### config.mk
export PLATFORM = sky130hd
export DESIGN_NAME = weight_rd_sched_flat
export DESIGN_NICKNAME = d
export VERILOG_FILES = /design/src/rtl/weight_rd_sched_pkg.sv /design/src/rtl/weight_rd_sched_if.sv /design/src/rtl/weight_rd_stagger.sv /design/src/rtl/weight_rd_sched.sv /design/src/flat_wrapper.sv
export SDC_FILE = /design/constraint.sdc
export NUM_CORES = 1
export LEC_CHECK = 0
export ABC_AREA = 1
export CELL_PAD_IN_SITES_DETAIL_PLACEMENT = 1
export CELL_PAD_IN_SITES_GLOBAL_PLACEMENT = 2
export CORE_MARGIN = 4
export CORE_UTILIZATION = 27
export DETAILED_ROUTE_END_ITERATION = 6
export PLACE_DENSITY_LB_ADDON = 0.1
export SYNTH_ARGS = -nofsm -noshare
export SYNTH_HDL_FRONTEND = slang
export SYNTH_SLANG_ARGS = --single-unit
### constraint.sdc
create_clock -name clk_cal -period 3.66 [get_ports clk_cal]
set_clock_uncertainty 0.05 [all_clocks]
set_input_delay 0.915 -clock clk_cal [delete_from_list [all_inputs] [get_ports clk_cal]]
set_output_delay 0.915 -clock clk_cal [all_outputs]
set_load 0.02 [all_outputs]
### src/rtl/weight_rd_sched_pkg.sv
// Shared constants and FSM encoding for the weight-buffer read scheduler.
package weight_rd_sched_pkg;

  localparam int WT_ADDR_W  = 11;
  localparam int WT_NUM_COL = 8;
  localparam int WT_PASS_W  = 8;
  localparam int LAYER_W    = 4;

  typedef enum logic [2:0] {
    S_IDLE  = 3'd0,
    S_LOAD  = 3'd1,
    S_RUN   = 3'd2,
    S_DRAIN = 3'd3,
    S_DONE  = 3'd4
  } sched_state_t;

endpackage

### src/rtl/weight_rd_sched_if.sv
// Job handshake plus weight-buffer read bus between layer controller, scheduler and buffer.
interface weight_rd_sched_if
  import weight_rd_sched_pkg::*;
#(
  parameter int ADDR_WIDTH = WT_ADDR_W,
  parameter int NUM_COL    = WT_NUM_COL,
  parameter int PASS_WIDTH = WT_PASS_W
) ();

  logic                          start;
  logic [LAYER_W-1:0]            cfg_layer;
  logic [ADDR_WIDTH-1:0]         cfg_base;
  logic [ADDR_WIDTH-1:0]         cfg_len;
  logic [PASS_WIDTH-1:0]         cfg_pass;
  logic                          stall;
  logic                          busy;
  logic                          done;
  logic [LAYER_W-1:0]            layer2weight_cnt;
  logic [NUM_COL*ADDR_WIDTH-1:0] wt_addr;
  logic [NUM_COL-1:0]            wt_vld;

  modport master (
    output start, cfg_layer, cfg_base, cfg_len, cfg_pass, stall,
    input  busy, done, layer2weight_cnt, wt_addr, wt_vld
  );

  modport slave (
    input  start, cfg_layer, cfg_base, cfg_len, cfg_pass, stall,
    output busy, done, layer2weight_cnt, wt_addr, wt_vld
  );

endinterface

### src/rtl/weight_rd_stagger.sv
// DEPTH-stage addr+vld delay line with hold; output stage i lags the input by i+1 enabled cycles.
module weight_rd_stagger #(
  parameter int ADDR_WIDTH = 11,
  parameter int DEPTH      = 7
) (
  input  logic                        clk,
  input  logic                        rst,
  input  logic                        en,
  input  logic [ADDR_WIDTH-1:0]       in_addr,
  input  logic                        in_vld,
  output logic [DEPTH*ADDR_WIDTH-1:0] out_addr,
  output logic [DEPTH-1:0]            out_vld
);

  logic [ADDR_WIDTH-1:0] addr_p [DEPTH];
  logic [DEPTH-1:0]      vld_p;

  always_ff @(posedge clk) begin
    if (rst) begin
      for (int i = 0; i < DEPTH; i++) addr_p[i] <= '0;
      vld_p <= '0;
    end else if (en) begin
      addr_p[0] <= in_addr;
      vld_p[0]  <= in_vld;
      for (int i = 1; i < DEPTH; i++) begin
        addr_p[i] <= addr_p[i-1];
        vld_p[i]  <= vld_p[i-1];
      end
    end
  end

  for (genvar g = 0; g < DEPTH; g++) begin : g_out
    assign out_addr[g*ADDR_WIDTH +: ADDR_WIDTH] = addr_p[g];
  end
  assign out_vld = vld_p;

endmodule

### src/rtl/weight_rd_sched.sv
// Weight-buffer read scheduler: issues len*pass column-0 reads and staggers them across NUM_COL columns.
module weight_rd_sched
  import weight_rd_sched_pkg::*;
#(
  parameter int ADDR_WIDTH = WT_ADDR_W,
  parameter int NUM_COL    = WT_NUM_COL,
  parameter int PASS_WIDTH = WT_PASS_W
) (
  input  logic         clk_cal,
  input  logic         rst_cal,
  weight_rd_sched_if.slave bus
);

  localparam int CNT_W = $clog2(NUM_COL);

  sched_state_t state, state_nxt;

  logic [LAYER_W-1:0]    layer_q;
  logic [ADDR_WIDTH-1:0] base_q, len_q, idx_q, addr0_q;
  logic [PASS_WIDTH-1:0] pass_q, pidx_q;
  logic [CNT_W-1:0]      drain_q;
  logic                  vld0_q, busy_q, done_q;

  logic accept, hold, step, job_empty, idx_last, pass_last, drain_last;

  logic [(NUM_COL-1)*ADDR_WIDTH-1:0] chain_addr;
  logic [NUM_COL-2:0]                chain_vld;

  always_ff @(posedge clk_cal) begin
    if (rst_cal) state <= S_IDLE;
    else         state <= state_nxt;
  end

  always_comb begin
    state_nxt = state;
    unique case (state)
      S_IDLE:  if (bus.start) state_nxt = S_LOAD;
      S_LOAD:  state_nxt = job_empty ? S_DONE : S_RUN;
      S_RUN:   if (step && idx_last && pass_last) state_nxt = S_DRAIN;
      S_DRAIN: if (step && drain_last) state_nxt = S_DONE;
      S_DONE:  state_nxt = S_IDLE;
      default: state_nxt = S_IDLE;
    endcase
  end

  // Stall only freezes the read pipeline; outside RUN/DRAIN it is ignored.
  always_comb begin
    accept     = (state == S_IDLE) && bus.start;
    hold       = bus.stall && ((state == S_RUN) || (state == S_DRAIN));
    step       = !hold;
    job_empty  = (len_q == '0) || (pass_q == '0);
    idx_last   = (idx_q == len_q - ADDR_WIDTH'(1));
    pass_last  = (pidx_q == pass_q - PASS_WIDTH'(1));
    drain_last = (drain_q == CNT_W'(NUM_COL-2));
  end

  // Column-0 issue stage: counters track the element currently on the output.
  always_ff @(posedge clk_cal) begin
    if (rst_cal) begin
      layer_q <= '0;
      base_q  <= '0;
      len_q   <= '0;
      pass_q  <= '0;
      idx_q   <= '0;
      pidx_q  <= '0;
      addr0_q <= '0;
      vld0_q  <= 1'b0;
      drain_q <= '0;
      busy_q  <= 1'b0;
      done_q  <= 1'b0;
    end else begin
      busy_q <= (state_nxt != S_IDLE);
      done_q <= (state_nxt == S_DONE);
      if (accept) begin
        layer_q <= bus.cfg_layer;
        base_q  <= bus.cfg_base;
        len_q   <= bus.cfg_len;
        pass_q  <= bus.cfg_pass;
      end
      if ((state == S_LOAD) && !job_empty) begin
        addr0_q <= base_q;
        vld0_q  <= 1'b1;
        idx_q   <= '0;
        pidx_q  <= '0;
      end else if ((state == S_RUN) && step) begin
        if (idx_last && pass_last) begin
          vld0_q <= 1'b0;
        end else if (idx_last) begin
          idx_q   <= '0;
          pidx_q  <= pidx_q + PASS_WIDTH'(1);
          addr0_q <= base_q;
        end else begin
          idx_q   <= idx_q + ADDR_WIDTH'(1);
          addr0_q <= addr0_q + ADDR_WIDTH'(1);
        end
      end
      if (state != S_DRAIN)  drain_q <= '0;
      else if (step)         drain_q <= drain_q + CNT_W'(1);
    end
  end

  // Columns 1..NUM_COL-1: systolic stagger behind column 0.
  weight_rd_stagger #(
    .ADDR_WIDTH (ADDR_WIDTH),
    .DEPTH      (NUM_COL-1)
  ) u_stagger (
    .clk      (clk_cal),
    .rst      (rst_cal),
    .en       (step),
    .in_addr  (addr0_q),
    .in_vld   (vld0_q),
    .out_addr (chain_addr),
    .out_vld  (chain_vld)
  );

  assign bus.busy             = busy_q;
  assign bus.done             = done_q;
  assign bus.layer2weight_cnt = layer_q;
  assign bus.wt_addr          = {chain_addr, addr0_q};
  assign bus.wt_vld           = hold ? '0 : {chain_vld, vld0_q};

endmodule
### src/flat_wrapper.sv
// flat-port wrapper written by rule: the top's interface ports become plain ports
module weight_rd_sched_flat import weight_rd_sched_pkg::*;
#(
  parameter int ADDR_WIDTH = WT_ADDR_W,
  parameter int NUM_COL    = WT_NUM_COL,
  parameter int PASS_WIDTH = WT_PASS_W
)
  (clk_cal, rst_cal, bus_start, bus_cfg_layer, bus_cfg_base, bus_cfg_len, bus_cfg_pass, bus_stall, bus_busy, bus_done, bus_layer2weight_cnt, bus_wt_addr, bus_wt_vld);
  weight_rd_sched_if #(.ADDR_WIDTH(ADDR_WIDTH), .NUM_COL(NUM_COL), .PASS_WIDTH(PASS_WIDTH)) bus_i ();
  input  logic clk_cal;
  input  logic rst_cal;
  input wire logic [$bits(bus_i.start)-1:0] bus_start;
  input wire logic [$bits(bus_i.cfg_layer)-1:0] bus_cfg_layer;
  input wire logic [$bits(bus_i.cfg_base)-1:0] bus_cfg_base;
  input wire logic [$bits(bus_i.cfg_len)-1:0] bus_cfg_len;
  input wire logic [$bits(bus_i.cfg_pass)-1:0] bus_cfg_pass;
  input wire logic [$bits(bus_i.stall)-1:0] bus_stall;
  output wire logic [$bits(bus_i.busy)-1:0] bus_busy;
  output wire logic [$bits(bus_i.done)-1:0] bus_done;
  output wire logic [$bits(bus_i.layer2weight_cnt)-1:0] bus_layer2weight_cnt;
  output wire logic [$bits(bus_i.wt_addr)-1:0] bus_wt_addr;
  output wire logic [$bits(bus_i.wt_vld)-1:0] bus_wt_vld;
  assign bus_i.start = bus_start;
  assign bus_i.cfg_layer = bus_cfg_layer;
  assign bus_i.cfg_base = bus_cfg_base;
  assign bus_i.cfg_len = bus_cfg_len;
  assign bus_i.cfg_pass = bus_cfg_pass;
  assign bus_i.stall = bus_stall;
  assign bus_busy = bus_i.busy;
  assign bus_done = bus_i.done;
  assign bus_layer2weight_cnt = bus_i.layer2weight_cnt;
  assign bus_wt_addr = bus_i.wt_addr;
  assign bus_wt_vld = bus_i.wt_vld;
  weight_rd_sched #(.ADDR_WIDTH(ADDR_WIDTH), .NUM_COL(NUM_COL), .PASS_WIDTH(PASS_WIDTH)) u_core (.clk_cal(clk_cal), .rst_cal(rst_cal), .bus(bus_i));
endmodule
# --- Word-level counts from Yosys, hierarchy flattened ---
# Memory sizes are Yosys's and may differ from the RTL's.
# Index checks and enable logic that the tools add are counted.
totals:
  register_bits: 80
  ram_bits: 77
  in_bits: 38
  out_inout_bits: 102
  wordCells: 87
  mem_count: 1
mem_list:
  columns: ["memory", "words", "width", "read_ports", "rd_clocked_by_memory_dff", "wr", "line", "rtl"]
  rows:
  - ["u_core.u_stagger.addr_p", 7, 11, 7, 0, 7, "weight_rd_stagger.sv:15", "logic [ADDR_WIDTH-1:0] addr_p [DEPTH];"]
op_classes:
  n_addsub: 6
  eq_ne: 9
  n_mux: 26
  bitwise_logic: 8
  reduce_logical: 24
op_table:
  columns: ["cell", "count"]
  rows:
  - ["two-way mux 11 bit", 12]
  - ["adder 11 x 1 -> 11 bit (second input constant)", 2]
  - ["two-way mux 3 bit", 4]
  - ["one-hot mux 3 bit (4 select lines)", 1]
  - ["== test 11 bit", 1]
  - ["zero test 11 bit", 1]
  - ["subtractor 11 x 1 -> 11 bit (second input constant)", 1]
  - ["adder 8 x 1 -> 8 bit (second input constant)", 1]
  - ["== test 8 bit", 1]
  - ["logical AND 1 bit", 8]
  - ["zero test 8 bit", 1]
  - ["two-way mux 1 bit", 8]
  - ["two-way mux 8 bit", 1]
  - ["subtractor 8 x 1 -> 8 bit (second input constant)", 1]
  - ["bitwise OR 1 bit", 7]
  - ["== test 3 x 2 -> 1 bit (second input constant)", 2]
  - ["== test 3 bit (second input constant)", 2]
  - ["AND reduction 2 bit", 3]
  - ["nonzero test 2 bit", 2]
  - ["OR reduction 2 bit", 2]
  - ["adder 3 x 1 -> 3 bit (second input constant)", 1]
  - ["== test 3 x 1 -> 1 bit (second input constant)", 1]
  - ["zero test 3 bit", 1]
  - ["inequality test 3 x 2 -> 1 bit (second input constant)", 1]
  - ["other kinds (6)", 8]

# --- Logic depth before layout (Yosys ltp) ---
# Gate-level depths: netlist (run 1).
depth:
  depth_word: 9
  depth_mapped: 19
  mapped_depth_nobuf: 18

# --- Hierarchy ---
# A second synthesis (run 1) with hierarchy kept.
hier_totals:
  hier_cells: 971
  area_unflattened_um2: 7597.3
modules_own_cells:
  columns: ["module", "instances", "cells_each", "area_per_inst_um2", "seq_area_each_um2"]
  rows:
  - ["weight_rd_sched", 1, 699, 4380.5, 1461.4]
  - ["weight_rd_stagger", 1, 272, 3216.8, 2452.4]

# --- Worst setup path after synthesis (run 1) ---
# Ideal clock, no wire load.
synth_timing:
  path_type: "in2reg"
  start: "in rst_cal"
  end: "mem u_core.u_stagger.addr_p[0][0], enable pin"
  setup_ps: 780
  arrival_ps: 2894
  required_time_ps: 2830
  setup_slack_ps: -64
  path_stages: 5
  n_path_buf: 3
  cell_sequence: "clkbuf_1 -> inv_1 -> clkbuf_1 -> buf_2 -> nand2_1"
synth_rtl:
  columns: ["element", "line", "rtl"]
  rows:
  - ["start, declared", "flat_wrapper.sv:11", "input logic rst_cal;"]
  - ["end, declared", "weight_rd_stagger.sv:15", null]

# --- Worst setup path in the final report (run 1) ---
layout_timing:
  start: "in bus_stall"
  end: "out bus_wt_vld[0]"
layout_between:
  elab_chain_len: 2
layout_rtl:
  columns: ["element", "line", "rtl"]
  rows:
  - ["start, declared", "flat_wrapper.sv:17", "input wire logic [$bits(bus_i.stall)-1:0] bus_stall;"]
  - ["logical AND 1 bit", "weight_rd_sched.sv:49", "hold = bus.stall && ((state == S_RUN) || (state == S_DRAIN));"]
  - ["two-way mux 8 bit", "weight_rd_sched.sv:120", "assign bus.wt_vld = hold ? '0 : {chain_vld, vld0_q};"]
  - ["end, declared", "flat_wrapper.sv:22", "output wire logic [$bits(bus_i.wt_vld)-1:0] bus_wt_vld;"]
# Every way passes these cells.

==> results of run 1 <==
-- synth_stat cells --
cell type	number
nand2_1	182
nor2_1	157
inv_1	147
dfxtp_1	80
edfxtp_1	77
nand3_1	57
a21oi_1	55
o21ai_0	37
clkbuf_1	25
xor2_1	23
nand4_1	21
nor3_1	14
ha_1	8
nor2_2	6
xnor2_1	5
buf_2	4
nand3b_1	4
and3_1	3
buf_4	3
nor4_1	3
or2_2	3
inv_2	2
nand2_2	2
nand2_4	2
nand3_2	2
a211oi_1	1
a22oi_1	1
buf_1	1
buf_6	1
clkinv_1	1
nand4_2	1
nor2_4	1
nor2b_1	1
nor3_2	1
nor3b_1	1
o21a_1	1
o21bai_1	1
-- cells by family (layout without fill, tap and decap cells) --
kind of cell	Yosys count	in the layout	synth area share
compound gates	96	96	0.0658
xor+xnor	28	28	0.0329
fa+ha+maj	8	8	0.0134
buf+inv	184	336	0.0959
flops	157	157	0.525
simple gates	461	461	0.267
-- area by class of cell --
type,instances,area (um^2)
clock buffers,17,425
clock inverters,15,163
fillers,3245,17200
inverters,150,563
multi-input cells,593,2830
flip-flops and latches,157,3910
well taps,341,427
repair buffers,154,1530
-- per-stage QoR --
stage,hold WS (ps),utilization,worst slack (ps),cells
CTS,410,0.365,176,1427
detailed placement,399,0.343,186,1395
floorplan,380,-,686,934
global placement,395,0.343,236,1395
global route,438,0.365,78.4,1427
finish,405,0.365,187,1427
-- worst paths after layout --
path | slack, ps | cells after the start | start | endpoint
worst max-delay path | 190 | 5 | bus_stall | bus_wt_vld[0]
worst min-delay path | 400 | 2 | u_core.base_q[9]$_SDFFE_PP0P_ | u_core.base_q[9]$_SDFFE_PP0P_
worst max register to register | 830 | 15 | u_core.pass_q[0]$_SDFFE_PP0P_ | u_core.addr0_q[0]$_SDFFE_PP0P_
worst min register to register | 400 | 2 | u_core.base_q[9]$_SDFFE_PP0P_ | u_core.base_q[9]$_SDFFE_PP0P_
-- critical path: cells and delay by family --
family	cells	cell delay (ps)
buffers and inverters	3	1080
AND/OR/NAND/NOR	2	510
-- registers in the layout, summed over array words and instances (netlist names) --
| signal | cells |
|---|---|
| u_core.u_stagger.out_vld | 7 |
| u_core.base_q | 11 |
| u_core.addr0_q | 11 |
| u_core.pass_q | 8 |
| u_core.bus.busy | 1 |
| u_core.pidx_q | 8 |
| u_core.idx_q | 11 |
| u_core.bus.done | 1 |
| u_core.vld0_q | 1 |
| u_core.bus.layer2weight_cnt | 4 |
| u_core.drain_q | 3 |
| u_core.len_q | 11 |
| u_core.state | 3 |
| u_core.u_stagger.addr_p | 77 |
-- power breakdown --
| part | internal (mW) | switching (mW) |
|---|---|---|
| clock network | 0.921 | 0.881 |
| logic | 0.465 | 0.717 |
| registers | 2.02 | 0.107 |
| total | 3.40 | 1.70 |
-- per-layer routing --
layer / part of all wire / vias up
met5: 0 / -
met1: 0.50 / 2815
met2: 0.45 / 99
met3: 0.040 / 14
li1: - / 3241
met4: 0.010 / 0
==> results_dict.tcl, run 1 <==
set metrics [dict create \
    die_h_um 174 \
    cts_resized 0 \
    path_max_fanout 10 \
    htreeDepth 4 \
    dpl-instance-area_um2 9260 \
    viasPerCell 4.32 \
    cp-end-kind "output pin" \
    ys_ff_latch 157 \
    diodes 0 \
    fmax_ghz 0.288 \
    met1_usage 0.188 \
    min_path_type "register to register" \
    clk_path_buf_depth 2 \
    setup_viol 0 \
    rows 60 \
    setup_tns_ps 0 \
    maxSlewViolCount 0 \
    cpPeakStageDelay_ps 530 \
    ctsHoldBuffers 0 \
    fin_crit_ps 3470 \
    insertion_delay_ps 440 \
    arrival_ps 2510 \
    total_power_mw 5.11 \
    layout-drive-gt1-share 0.0635 \
    num_vias 6169 \
    finalWirelength_mm 20.9 \
    grt_use_total 0.140 \
    critical_path.slowest_cell "clkdlybuf4s50_1" \
    synthesis.area_um2 7450 \
    ys_seq_area_frac 0.525 \
    grt_max_degree 67 \
    syn_inst 934 \
    first_global_vias 6283 \
    io_pins 140 \
    dieArea_um2 30300 \
    slew_headroom 0.626 \
    root_buffer "clkbuf_16" \
    drc 0 \
    cp.required_ps 2690 \
    clk_pin_slew_ps 70 \
    grt_util_met2 0.227 \
    critPathMostFrequentCell "clkdlybuf4s50_1" \
    post_cts_buffers 0 \
    clock_sinks 157 \
    die_w_um 174 \
    met3_usage 0.0378 \
    startpoint_type "primary input" \
    synthDistinctLibCells 37 \
    hold_viol 0 \
    wire_per_inst_um 14.6 \
    synthTopCellsByArea "edfxtp_1, dfxtp_1, nand2_1" \
    io_buffers 139 \
    path_cells "clkdlybuf4s50_1 > nand3_1 > nand2_1 > inv_1 > clkdlybuf4s50_1" \
    power_density_nw_per_um2 518 \
    gp_congestion 0.754 \
    fin_nets 1119 \
    start_util 0.276 \
    synth_top_area_cell "edfxtp_1" \
    drt_pre_antenna_iters 4 \
    area_growth_syn_to_layout_pct 32.2 \
    ys_warn_count 0 \
    drtIter0Drc 237 \
    drv_cap 0 \
    path_class "primary input to output pin" \
    worst_slew_pin_slew_ps 559 \
    grt-busiest-layer "met2" \
    irDropWorstVdd_v 0.000230 \
    antenna_found_initial 0 \
    synth_top_cell_area_share 0.310 \
    cts_tree "yes" \
    grt_pass1_wl_mm 34.1 \
    postSynthNetCount 980 \
    antenna_left 0 \
    rsz0062_at_grt "false" \
    fp.coreArea_um2 27000 \
    fin_area_um2 9850 \
    overflow 0 \
    syn_avg_cell_area_um2 7.98 \
    status "completed" \
    dp_hpwl_mm 15.6 \
    cellLeakagePower_nw 3.98 \
    cts_buffers 17 \
    final_cell_mix "nand2_1, nor2_1, inv_1, clkdlybuf4s50_1, dfxtp_1" \
    fin_crit_sh 0.949 \
    final_common_cell "nand2_1" \
]
(Power assumes the default switching activity.)
==> run 2: changes to the inputs <==
CORE_UTILIZATION = 28   (was 27)
CTS_BUF_LIST = sky130_fd_sc_hd__clkbuf_2   (was unset)
==> results_dict.tcl, run 2 (synthesis gave the netlist of run 1 again) <==
set metrics [dict create \
    overflow 0 \
    first_global_vias 6247 \
    fin_hold_ws_ps 426 \
    area_growth_syn_to_layout_pct 27.6 \
    die_h_um 171 \
    grt-busiest-layer "met2" \
    fin_crit_sh 0.947 \
    irDropWorstVdd_v 0.000177 \
    startpoint_type "primary input" \
    rr_endpoint "u_core.addr0_q[0]$_SDFFE_PP0P_" \
    fin_area_um2 9500 \
    final_common_cell "nand2_1" \
    start_util 0.285 \
    cellLeakagePower_nw 3.84 \
    path_class "primary input to output pin" \
    gp_congestion 0.751 \
    ctsHoldBuffers 0 \
    dpl-instance-area_um2 9260 \
    antenna_left 0 \
    root_buffer "clkbuf_2" \
    drtIter0Drc 248 \
    min_to "u_core.base_q[6]$_SDFFE_PP0P_" \
    met3_usage 0.0268 \
    largest_register_ffs 77 \
    stdcell_count 1422 \
    die_w_um 171 \
    maxSlewViolCount 0 \
    cp.required_ps 2690 \
    clock_sinks 157 \
    wire_per_inst_um 14.5 \
    num-fill-cells 3204 \
    antenna_found_initial 1 \
    place_worst_setup_slack_ps 181 \
    grt_use_total 0.143 \
    drt_pre_antenna_iters 4 \
    top_register "u_core.u_stagger.addr_p" \
    io_buffers 139 \
    insertion_delay_ps 740 \
    slew_headroom 0.703 \
    status "completed" \
    io_pins 140 \
    post_cts_buffers 0 \
    layout-drive-gt1-share 0.0635 \
    r2r_start "u_core.pass_q[0]$_SDFFE_PP0P_" \
    hold_start "u_core.base_q[6]$_SDFFE_PP0P_" \
    met1_usage 0.197 \
    setup_tns_ps 0 \
    dieArea_um2 29300 \
    clk_path_buf_depth 2 \
    holdPathStages 2 \
    worst_slew_pin_slew_ps 444 \
    min_path_type "register to register" \
    viasPerCell 4.36 \
    cts_buffers 17 \
    fmax_ghz 0.288 \
    fin_util 0.364 \
    reg2reg_slack_ps 820 \
    finalWirelength_mm 20.6 \
    ff2ff_path_depth 15 \
    grt_pass1_wl_mm 33.6 \
    cp-end-kind "output pin" \
    drc 0 \
    cts_tree "yes" \
    fin_crit_ps 3470 \
    clk_pin_slew_ps 280 \
    arrival_ps 2500 \
    total_power_mw 4.32 \
    final_cell_mix "nand2_1, nor2_1, inv_1, clkdlybuf4s50_1, dfxtp_1" \
    path_max_fanout 10 \
    grt_util_met2 0.234 \
    num_vias 6206 \
    setup_slack_ps 194 \
    htreeDepth 4 \
    drv_cap 0 \
    setup_viol 0 \
    fp.coreArea_um2 26100 \
    power_density_nw_per_um2 455 \
    grt_max_degree 43 \
    place_inst 1389 \
    hold_viol 0 \
    cts_resized 0 \
    dp_hpwl_mm 15.5 \
    fin_nets 1119 \
    rsz0062_at_grt "false" \
    rows 59 \
]
==> run 2: area by class of cell <==
cell class | count | area, um^2 | share of cell area
flip-flops and latches | 157 | 3910 | 0.412
multi-input cells | 593 | 2830 | 0.298
repair buffers | 154 | 1530 | 0.161
inverters | 150 | 563 | 0.0592
well taps | 335 | 419 | 0.0441
clock inverters | 15 | 160 | 0.0169
clock buffers | 17 | 85.1 | 0.00895
diodes | 1 | 2.50 | 0.000263
==> run 2: metal layers <==
metal / vias to the layer above / part of all wire
li1: 3244 / -
met2: 108 / 0.47
met3: 10 / 0.036
met4: 0 / 0.0075
met1: 2844 / 0.49
met5: - / 0
==> run 2: worst max path at each step <==
stage / cells past startpoint / from / end / slack, ps
after floorplan: 5 / rst_cal / u_core.u_stagger.addr_p[0][0]$_SDFFCE_PN0P_ / 690
final: 5 / bus_stall / bus_wt_vld[0] / 190
after global placement: 5 / bus_stall / bus_wt_vld[3] / 250
after CTS: 5 / bus_stall / bus_wt_vld[0] / 170
after global routing: 5 / u_core.state[2]$_SDFF_PP0_ / bus_wt_vld[0] / 40
after detailed placement: 5 / bus_stall / bus_wt_vld[0] / 180
==> run 2: power breakdown <==
group	internal [mW]	leakage [nW]	switching (mW)
Clock	0.234	0.152	0.777
Combinational	0.467	2.10	0.716
Sequential	2.02	1.59	0.108
Total	2.72	3.84	1.60
==> run 2: worst max-delay path, stage by stage <==
cell,delay (ps)
clkdlybuf4s50_1,500
nand3_1,300
nand2_1,200
inv_1,50
clkdlybuf4s50_1,530
